### config.mk
export PLATFORM = sky130hd
export DESIGN_NAME = led_ctrl
export DESIGN_NICKNAME = d
export VERILOG_FILES = /design/src/rtl/led_ctrl_pkg.sv /design/src/rtl/led_channel.sv /design/src/rtl/led_ctrl.sv
export SDC_FILE = /design/constraint.sdc
export NUM_CORES = 1
export LEC_CHECK = 0
export CAP_MARGIN = 20
export CORE_AREA = 2 2 177 179
export DETAILED_ROUTE_END_ITERATION = 6
export DIE_AREA = 0 0 179 181
export DONT_BUFFER_PORTS = 1
export HOLD_SLACK_MARGIN = 0.03
export SLEW_MARGIN = 20
export SYNTH_ARGS = -nofsm -noshare
export SYNTH_HDL_FRONTEND = slang
export SYNTH_SLANG_ARGS = --single-unit
### constraint.sdc
create_clock -name sys_clk -period 14.4 [get_ports sys_clk]
set_input_delay 0.72 -clock sys_clk [delete_from_list [all_inputs] [get_ports sys_clk]]
set_output_delay 0.72 -clock sys_clk [all_outputs]
set_load 0.05 [all_outputs]
### src/rtl/led_ctrl_pkg.sv
// ---------------------------------------------------------------------------
// led_ctrl_pkg
// Shared types and default parameter values for the LED driver.
//   led_mode_t : per-channel operating mode, two bits per channel on mode_i
//   led_act_t  : state of the per-channel activity pulse-stretcher
// ---------------------------------------------------------------------------
package led_ctrl_pkg;

  typedef enum logic [1:0] {
    LED_OFF   = 2'd0,
    LED_ON    = 2'd1,
    LED_BLINK = 2'd2,
    LED_ACT   = 2'd3
  } led_mode_t;

  typedef enum logic [1:0] {
    ACT_IDLE = 2'd0,
    ACT_ON   = 2'd1,
    ACT_GAP  = 2'd2
  } led_act_t;

  localparam int unsigned MODE_W = 2;

  // Short tick period in simulation builds so blink/activity timing is reachable.
`ifdef SIMULATION
  localparam int unsigned TICK_DIV_DEF = 10;
`else
  localparam int unsigned TICK_DIV_DEF = 100_000;
`endif

endpackage

### src/rtl/led_channel.sv
// ---------------------------------------------------------------------------
// led_channel
// One LED channel: blink phase generator, activity pulse-stretch FSM, mode
// tracking and the registered LED output.
// Ports:
//   sys_clk, sys_rst  : clock, async active-high reset
//   i_tick            : shared prescaler tick (one-cycle pulse)
//   i_pcnt            : shared PWM counter
//   i_mode            : this channel's led_mode_t
//   i_bright          : PWM duty (0 = off, all-ones = fully on)
//   i_half_period     : blink half-period in ticks (0 treated as 1)
//   i_event           : activity event, sampled every cycle
//   i_phase_clr       : realign blink phase
//   o_led             : registered LED drive
// ---------------------------------------------------------------------------
module led_channel
  import led_ctrl_pkg::*;
#(
  parameter int unsigned PW      = 10,
  parameter int unsigned BW      = 4,
  parameter int unsigned STRETCH = 50
) (
  input  logic                  sys_clk,
  input  logic                  sys_rst,
  input  logic                  i_tick,
  input  logic [BW-1:0]         i_pcnt,
  input  logic [MODE_W-1:0]     i_mode,
  input  logic [BW-1:0]         i_bright,
  input  logic [PW-1:0]         i_half_period,
  input  logic                  i_event,
  input  logic                  i_phase_clr,
  output logic                  o_led
);

  localparam int unsigned AW = (STRETCH > 1) ? $clog2(STRETCH) : 1;

  led_mode_t      r_mode;   // previous-cycle mode; also selects the raw source
  logic [PW-1:0]  r_bcnt;
  logic           r_phase;
  logic [AW-1:0]  r_acnt;
  led_act_t       r_act;
  logic           r_pend;
  logic           r_led;

  led_mode_t      w_mode;
  logic           w_mode_chg;
  logic [PW-1:0]  w_hp_last;
  logic           w_acnt_end;
  logic           w_pwm;
  logic           w_raw;

  assign w_mode     = led_mode_t'(i_mode);
  assign w_mode_chg = (w_mode != r_mode);
  // Last bcnt value of a half-period; a zero half-period behaves as one tick.
  assign w_hp_last  = (i_half_period == '0) ? '0 : i_half_period - PW'(1);
  assign w_acnt_end = (r_acnt == AW'(STRETCH - 1));
  assign w_pwm      = (i_pcnt < i_bright);

  // Raw on/off level from the registered mode and channel state.
  always_comb begin
    w_raw = 1'b0;
    case (r_mode)
      LED_ON:    w_raw = 1'b1;
      LED_BLINK: w_raw = r_phase;
      LED_ACT:   w_raw = (r_act == ACT_ON);
      default:   w_raw = 1'b0;
    endcase
  end

  // Mode tracking, blink generator, activity FSM and output register.
  always_ff @(posedge sys_clk or posedge sys_rst) begin
    if (sys_rst) begin
      r_mode  <= LED_OFF;
      r_bcnt  <= '0;
      r_phase <= 1'b1;
      r_acnt  <= '0;
      r_act   <= ACT_IDLE;
      r_pend  <= 1'b0;
      r_led   <= 1'b0;
    end else begin
      r_mode <= w_mode;
      r_led  <= w_raw & w_pwm;

      // Blink: held cleared outside BLINK; phase_clr wins over a tick.
      if (w_mode_chg || (r_mode != LED_BLINK) || i_phase_clr) begin
        r_bcnt  <= '0;
        r_phase <= 1'b1;
      end else if (i_tick) begin
        // >= so a shrunken half-period wraps on the next tick.
        if (r_bcnt >= w_hp_last) begin
          r_bcnt  <= '0;
          r_phase <= ~r_phase;
        end else begin
          r_bcnt <= r_bcnt + PW'(1);
        end
      end

      // Activity pulse-stretcher: held cleared outside ACT.
      if (w_mode_chg || (r_mode != LED_ACT)) begin
        r_acnt <= '0;
        r_act  <= ACT_IDLE;
        r_pend <= 1'b0;
      end else begin
        case (r_act)
          ACT_IDLE: begin
            if (i_event) begin
              r_act  <= ACT_ON;
              r_acnt <= '0;
            end
          end
          ACT_ON: begin
            if (i_event) r_pend <= 1'b1;
            if (i_tick) begin
              if (w_acnt_end) begin
                r_act  <= ACT_GAP;
                r_acnt <= '0;
              end else begin
                r_acnt <= r_acnt + AW'(1);
              end
            end
          end
          ACT_GAP: begin
            if (i_tick && w_acnt_end) begin
              // An event on the closing cycle counts as pending.
              r_act  <= (r_pend || i_event) ? ACT_ON : ACT_IDLE;
              r_pend <= 1'b0;
              r_acnt <= '0;
            end else begin
              if (i_tick)  r_acnt <= r_acnt + AW'(1);
              if (i_event) r_pend <= 1'b1;
            end
          end
          default: begin
            r_act  <= ACT_IDLE;
            r_acnt <= '0;
            r_pend <= 1'b0;
          end
        endcase
      end
    end
  end

  assign o_led = r_led;

endmodule

### src/rtl/led_ctrl.sv
// ---------------------------------------------------------------------------
// led_ctrl
// NLED-channel LED driver: off / on / blink / activity modes with per-channel
// PWM brightness and a shared tick prescaler.
// Ports:
//   sys_clk, sys_rst : clock, async active-high reset
//   mode_i           : per-channel led_mode_t, channel i at [2i+1:2i]
//   bright_i         : per-channel duty, channel i at [BW*i+BW-1:BW*i]
//   half_period_i    : blink half-period in ticks, shared (0 treated as 1)
//   event_i          : activity events, one per channel
//   phase_clr_i      : realign all blink channels
//   led_o            : registered LED drive
//   tick_o           : prescaler tick, one-cycle pulse
// ---------------------------------------------------------------------------
module led_ctrl
  import led_ctrl_pkg::*;
#(
  parameter int unsigned NLED     = 8,
  parameter int unsigned TICK_DIV = TICK_DIV_DEF,
  parameter int unsigned PW       = 10,
  parameter int unsigned BW       = 4,
  parameter int unsigned STRETCH  = 50
) (
  input  logic                   sys_clk,
  input  logic                   sys_rst,
  input  logic [NLED*MODE_W-1:0] mode_i,
  input  logic [NLED*BW-1:0]     bright_i,
  input  logic [PW-1:0]          half_period_i,
  input  logic [NLED-1:0]        event_i,
  input  logic                   phase_clr_i,
  output logic [NLED-1:0]        led_o,
  output logic                   tick_o
);

  localparam int unsigned TW       = (TICK_DIV > 1) ? $clog2(TICK_DIV) : 1;
  localparam int unsigned PCNT_MAX = (1 << BW) - 2;

  logic [TW-1:0]   r_tcnt;
  logic            r_tick;
  logic [BW-1:0]   r_pcnt;
  logic            w_tcnt_end;
  logic [NLED-1:0] w_led;

  assign w_tcnt_end = (r_tcnt == TW'(TICK_DIV - 1));

  // Prescaler and PWM counter (period 2^BW-1 so full-scale duty is always on).
  always_ff @(posedge sys_clk or posedge sys_rst) begin
    if (sys_rst) begin
      r_tcnt <= '0;
      r_tick <= 1'b0;
      r_pcnt <= '0;
    end else begin
      r_tick <= w_tcnt_end;
      r_tcnt <= w_tcnt_end ? '0 : r_tcnt + TW'(1);
      r_pcnt <= (r_pcnt == BW'(PCNT_MAX)) ? '0 : r_pcnt + BW'(1);
    end
  end

  for (genvar g = 0; g < NLED; g++) begin : g_ch
    led_channel #(
      .PW      (PW),
      .BW      (BW),
      .STRETCH (STRETCH)
    ) u_ch (
      .sys_clk       (sys_clk),
      .sys_rst       (sys_rst),
      .i_tick        (r_tick),
      .i_pcnt        (r_pcnt),
      .i_mode        (mode_i[MODE_W*g +: MODE_W]),
      .i_bright      (bright_i[BW*g +: BW]),
      .i_half_period (half_period_i),
      .i_event       (event_i[g]),
      .i_phase_clr   (phase_clr_i),
      .o_led         (w_led[g])
    );
  end

  assign led_o  = w_led;
  assign tick_o = r_tick;

endmodule

**Word level (Yosys, flattened, before mapping)**

Index checks and enable logic that the tools add are counted.

- Logic and storage cells: 524
- Output and inout bits: 9
- Register bits after elaboration: 206
- Bits of input ports: 69

- Reductions and logical operators: 89
- Bitwise gates (word level): 16
- Equal/unequal tests: 122
- Multiplexer cells: 203
- Magnitude comparators: 16
- Add/subtract/negate cells: 19

Operators by type and width:

| cell | count |
|---|---|
| $mux W6 | 48 |
| $mux W10 | 25 |
| $pmux W6 S3 | 8 |
| $add A10 B1 Y10 const B | 8 |
| $ge A10 B10 Y1 | 8 |
| $mux W2 | 40 |
| $mux W1 | 56 |
| $add A6 B1 Y6 const B | 8 |
| $eq A2 B2 Y1 const B | 24 |
| $eq A6 B6 Y1 const B | 8 |
| $ne A3 B2 Y1 const B | 16 |
| $pmux W1 S3 | 16 |
| $pmux W2 S3 | 8 |
| $eq A2 B1 Y1 const B | 16 |
| $logic_or A1 B1 Y1 | 32 |
| $lt A4 B4 Y1 | 8 |
| $ne A2 B2 Y1 const B | 16 |
| $ne A4 B2 Y1 const B | 8 |
| $reduce_and A4 Y1 | 8 |
| $reduce_bool A2 Y1 | 16 |
| $ne A3 B1 Y1 const B | 8 |
| $ne A3 B3 Y1 const B | 8 |
| $reduce_and A3 Y1 | 8 |
| $add A17 B1 Y17 const B | 1 |
| other kinds (14) | 63 |

**Logic depth before layout (Yosys ltp)**

- Depth in word-level cells: 6
- Gate-level depth with buffers: 14
- Depth with buffers taken out: 13

**Cells and area by module**

From an unflattened synthesis, not the netlist that was laid out.

- Cells, all modules: 1831
- Area, all modules: 16069.2 um^2

By module, submodules not included:

| module | area an instance (um^2) | sequential area each (um^2) | instances | cells each |
|---|---|---|---|---|
| led_channel at g_ch[2].u_ch ... | 1838.0 | 576.8 | 5 | 211 |
| led_channel at g_ch[0].u_ch ... | 1955.6 | 576.8 | 3 | 228 |
| led_ctrl | 1012.2 | 550.5 | 1 | 92 |

**Worst setup path before layout**

Ideal clock, no wire load.

- Kind: input -> register
- Start: input port half_period_i[7]
- End: register g_ch[6].u_ch.r_bcnt[2]
- Required time: 14.336 ns
- Cell stages on the path: 13
- Setup time: 0.064 ns
- Setup slack: 10.118 ns
- Buffers on the path: 2
- Arrival: 4.217 ns
- Path through: or4_1 > or3_1 > or4b_4 > buf_6 > and2_4 > ha_1 > nand2b_1 > a2111o_1 > a2111oi_2 > o21ai_0 > clkbuf_1 > nor4b_1 > a21o_1

- Longest elaborated chain between the ends: 6
- Elaborated cells between the ends (all ways): 7
- Classes of those cells: add/sub: 1; order compare: 1; mux: 4; reduce/logical: 1

Ends and longest elaborated chain:

| element | RTL line | RTL |
|---|---|---|
| from (decl) | led_ctrl.sv:28 | `input logic [PW-1:0] half_period_i,` |
| $sub A10 B1 Y10 / $logic_not A10 Y1 (equally long branches) | led_channel.sv:55 | `assign w_hp_last = (i_half_period == '0) ? '0 : i_half_period - PW'(1);` |
| $mux W10 * | led_channel.sv:55 |  |
| $ge A10 B10 Y1 * | led_channel.sv:90 | `if (r_bcnt >= w_hp_last) begin` |
| $mux W10 * | led_channel.sv:90 |  |
| $mux W10 * | led_channel.sv:88 | `end else if (i_tick) begin` |
| $mux W10 * | led_channel.sv:85 | `if (w_mode_chg \|\| (r_mode != LED_BLINK) \|\| i_phase_clr) begin` |
| to (signal assigned) | led_channel.sv:94 | `r_bcnt <= r_bcnt + PW'(1);` |
| to (decl) | led_channel.sv:38 | `logic [PW-1:0] r_bcnt;` |

Every way passes the cells marked *; elsewhere a longest branch is shown, timed or not. The select of a mux whose other input is x is not followed.
A chain may end at the register's enable or synchronous reset.

**Worst setup path in the final report**

- Start: input port half_period_i[7]
- End: register g_ch[0].u_ch.r_bcnt[7]

- Longest elaborated chain between the ends: 6
- Elaborated cells between the ends (all ways): 7
- Classes of those cells: add/sub: 1; order compare: 1; mux: 4; reduce/logical: 1

Ends and longest elaborated chain:

| element | RTL line |
|---|---|
| $sub A10 B1 Y10 / $logic_not A10 Y1 (equally long branches) | led_channel.sv:55 |
| $mux W10 * | led_channel.sv:55 |
| $ge A10 B10 Y1 * | led_channel.sv:90 |
| $mux W10 * | led_channel.sv:90 |
| $mux W10 * | led_channel.sv:88 |
| $mux W10 * | led_channel.sv:85 |
| to (signal assigned) | led_channel.sv:94 |
| to (decl) | led_channel.sv:38 |

Marks and branches as above.

==> out/results.ini <==
[yosys]
ys_types=63
synth.area.mux_share_pct=1.85
synthSimpleGateAreaFrac_pct=20.1
async_reset_ff_share_pct=100
netlist_area_mm2=0.0135
synth_fa_ha_area_share_pct=15.8
synth_edf_count=0
ys_top_cells_by_area=dfrtp_1 (37%), ha_1 (16%), o21ai_0 (4.3%), nand2_1 (4.2%), a21oi_1 (3.6%)
synth_warnings=0
synth-seq-cells=206
ys_seq_area_share_pct=38.1
synth_top_flop_cell=dfrtp_1
yosys.area.top_type=dfrtp_1
netlist_instances=1485
synth_nets=1725
synth_top_area_share_pct=36.6
syn_avg_cell_area_um2=9.12
synth_top_family_by_area=simple AND/OR/NAND/NOR gates
synth-xor-area-share_pct=3.69
synth-compound-area-share_pct=16.4

[clock_network]
clk_pin_slew_ns=0.06
postCtsSetupBuffers=0
hold_buffers=0
cts_tree=yes
clock_latency_ns=0.55
cts-resized-gates=0
cts_buffers=25
h-tree-depth=1
cts_root_buf=clkbuf_16
clock_sinks=206
clockBufferDepth=3

[timing]
fin_skew_ns=0.0230
slew_headroom_pct=43.7
grt_setup_unrepaired=no
hold_violations=0
drv_slew=0
max_freq_mhz=249
min_period_ns=4.02
fin_crit_sh_pct=27.9
tightest_slew_ns=0.839
fin_tns_setup_ns=0
setup_viol=0

[setup_path]
cp.required_ns=14.89
slowest_stage=or4b_4
cpMostUsedCell=nand2_1
path_buf_inv=0
worstPathArrival_ns=4.51
worstSetupStartpointType=primary input
crit_path_end_kind=flop
crit_type=in2reg
path_cells=or4_1 -> or3_1 -> or4b_4 -> nand2_1 -> ha_1 -> a211oi_1 -> nand2_1 -> o21ai_0 -> nand3_1 -> nor4b_1 -> a21o_1
cp_max_fo=11
path_delay_family=simple AND/OR/NAND/NOR gates
crit_path_max_incr_delay_ns=0.59

[placement]
hpwlAfterDp_um=22300
place_congestion=0.831
portBuffers=0
postPlaceCellArea_mm2=0.0140

[route]
drcViolationCount=0
drt-pass1-iter-count=5
num_vias=10600
wl_per_cell_um=16.2
postRouteAntennaNets=0
drt-initial-drc-count=591
routed_via_density=5.57
routed_wl_um=30900

[die]
io_pins=78
die_y_um=181
rows=64
initial_core_util_pct=44.6
core_area_mm2=0.0303
fp.dieArea_mm2=0.0324
die_x_um=179

[layout]
drive_gt1_share_pct=6.16
nFillCells=2839
layout.nets=1730
n_antenna_cell=0
syn2layout_area_growth_pct=9.37
stdcell_area_mm2=0.0148

[job]
maxCapViolCount=0

[outcome]
status=finished clean

[global_route]
grt_pass1_wl_um=51800
grt_overflow_total=0
antenna_found_initial=0
grtUsageTotal_pct=19.4
grt_max_degree=99
grt_pass1_vias=10100

[power]
peakVddDrop_mv=0.0832
p_per_area_mw_per_mm2=89.1
p_leak_nw=6.90
power_w=0.00132

[worst_hold_path]
hp-class=in2async

-- where the power goes --
| part | switching, W | internal [W] |
|---|---|---|
| clock | 0.000260 | 0.000388 |
| combinational | 0.0000492 | 0.0000243 |
| sequential | 0.0000126 | 0.000585 |
-- per-layer routing --
layer  wire length [um]  up-vias  global-route usage [%]
li1                   -     5354                       -
met1              15100     5062                    28.4
met2              14100      163                    30.6
met3               1090       37                    2.48
met4                628        0                    4.36
met5                  0        -                       0
-- cells in the final DEF, fill, tap and decap left out, types with 22 or more instances in the layout --
cell,count
nand2_1,150
inv_1,102
nor2_1,98
nand4_1,35
o31ai_1,22
a21o_1,44
nand3_1,61
nand2b_1,27
a21oi_1,97
nor3_1,34
ha_1,171
o21ai_0,116
clkbuf_16,25
xor2_1,36
dfrtp_1,197
-- flip-flops by register name, summed over array words and instances, names as in the netlist --
| signal | flops |
|---|---|
| g_ch.u_ch.o_led | 8 |
| g_ch.u_ch.r_acnt | 48 |
| g_ch.u_ch.r_act | 16 |
| g_ch.u_ch.r_bcnt | 80 |
| g_ch.u_ch.r_mode | 16 |
| g_ch.u_ch.r_pend | 8 |
| g_ch.u_ch.r_phase | 8 |
| r_pcnt | 4 |
| r_tcnt | 17 |
| tick_o | 1 |
-- stage by stage --
stage / std cells / util [%] / worst slack, ns / hold slack [ns]
floorplan: 1485 / - / 8.07 / 0.433
global placement: 1859 / 46.0 / 9.76 / 0.455
detailed placement: 1859 / 46.0 / 9.78 / 0.460
CTS: 1905 / 48.8 / 10.34 / 0.155
global route: 1905 / 48.8 / 10.08 / 0.172
finish: 1905 / 48.8 / 10.38 / 0.125
-- cells by family after synthesis --
group	after synthesis
muxes	24
adders and majority gates	171
buffers and inverters	133
AOI/OAI and AO/OA	361
DFF	206
xor gates and xnor gates	57
and+or+nand+nor	533
-- worst register-to-register path, stage by stage, from the launching register on --
cell	delay (ns)
dfrtp_1	0.44
inv_1	0.08
ha_1	0.28
or3b_2	0.46
o2111ai_1	0.11
a31oi_1	0.16
nor4b_4	0.56
nand2b_1	0.21
o31ai_1	0.26
-- Yosys cell counts (4+ instances only) --
master       n
o31ai_1     22
a211o_1      4
a21o_1      44
or2_2       13
xor2_1      36
nand3_1     61
nor4b_1     10
o21bai_1     7
clkbuf_1    18
nor4_1      16
nor3b_1      6
nand4_1     35
nand2_1    150
a211oi_1    14
nor2_1      98
xnor2_1     21
ha_1       171
a31oi_1      7
a21boi_0     7
nor3_1      34
mux2i_1     16
and2_1       8
dfrtp_1    198
and4b_1      6
nand2b_1    27
inv_1      103
dfstp_2      8
o21a_1       4
mux2_2       8
nor2b_1     16
buf_4        8
a32oi_1      7
or3b_2       4
o211ai_1     6
and3_1      21
or4_1        6
a21oi_1     97
a2111oi_0    8
or3_1       10
o21ai_0    117
-- cell type report --
type	instances	area, um2	area share [%]
clock inverters	10	119	0.803
multi-input cells	1146	7850	53.0
clock buffers	36	727	4.91
well taps	396	495	3.35
inverters	103	394	2.66
flip-flops and latches	206	5170	34.9
repair buffers	8	60.1	0.405
-- final timing paths --
| path | slack [ns] | start | end | cells past startpoint |
|---|---|---|---|---|
| setup reg to reg | 11.76 | g_ch[3].u_ch.r_bcnt[0]$_DFFE_PP0P_ | g_ch[3].u_ch.r_bcnt[9]$_DFFE_PP0P_ | 8 |
| max in group asynchronous | 12.32 | sys_rst | tick_o$_DFF_PP0_ | 3 |
| min in group sys_clk | 0.19 | mode_i[14] | g_ch[7].u_ch.r_mode[0]$_DFF_PP0_ | 0 |
| hold reg to reg | 0.47 | r_tcnt[0]$_DFF_PP0_ | r_tcnt[0]$_DFF_PP0_ | 1 |
| hold / removal | 0.12 | sys_rst | g_ch[2].u_ch.o_led$_DFF_PP0_ | 1 |
| setup / recovery | 10.38 | half_period_i[7] | g_ch[0].u_ch.r_bcnt[7]$_DFFE_PP0P_ | 11 |
Note: power is estimated with default switching activity, not from simulation.
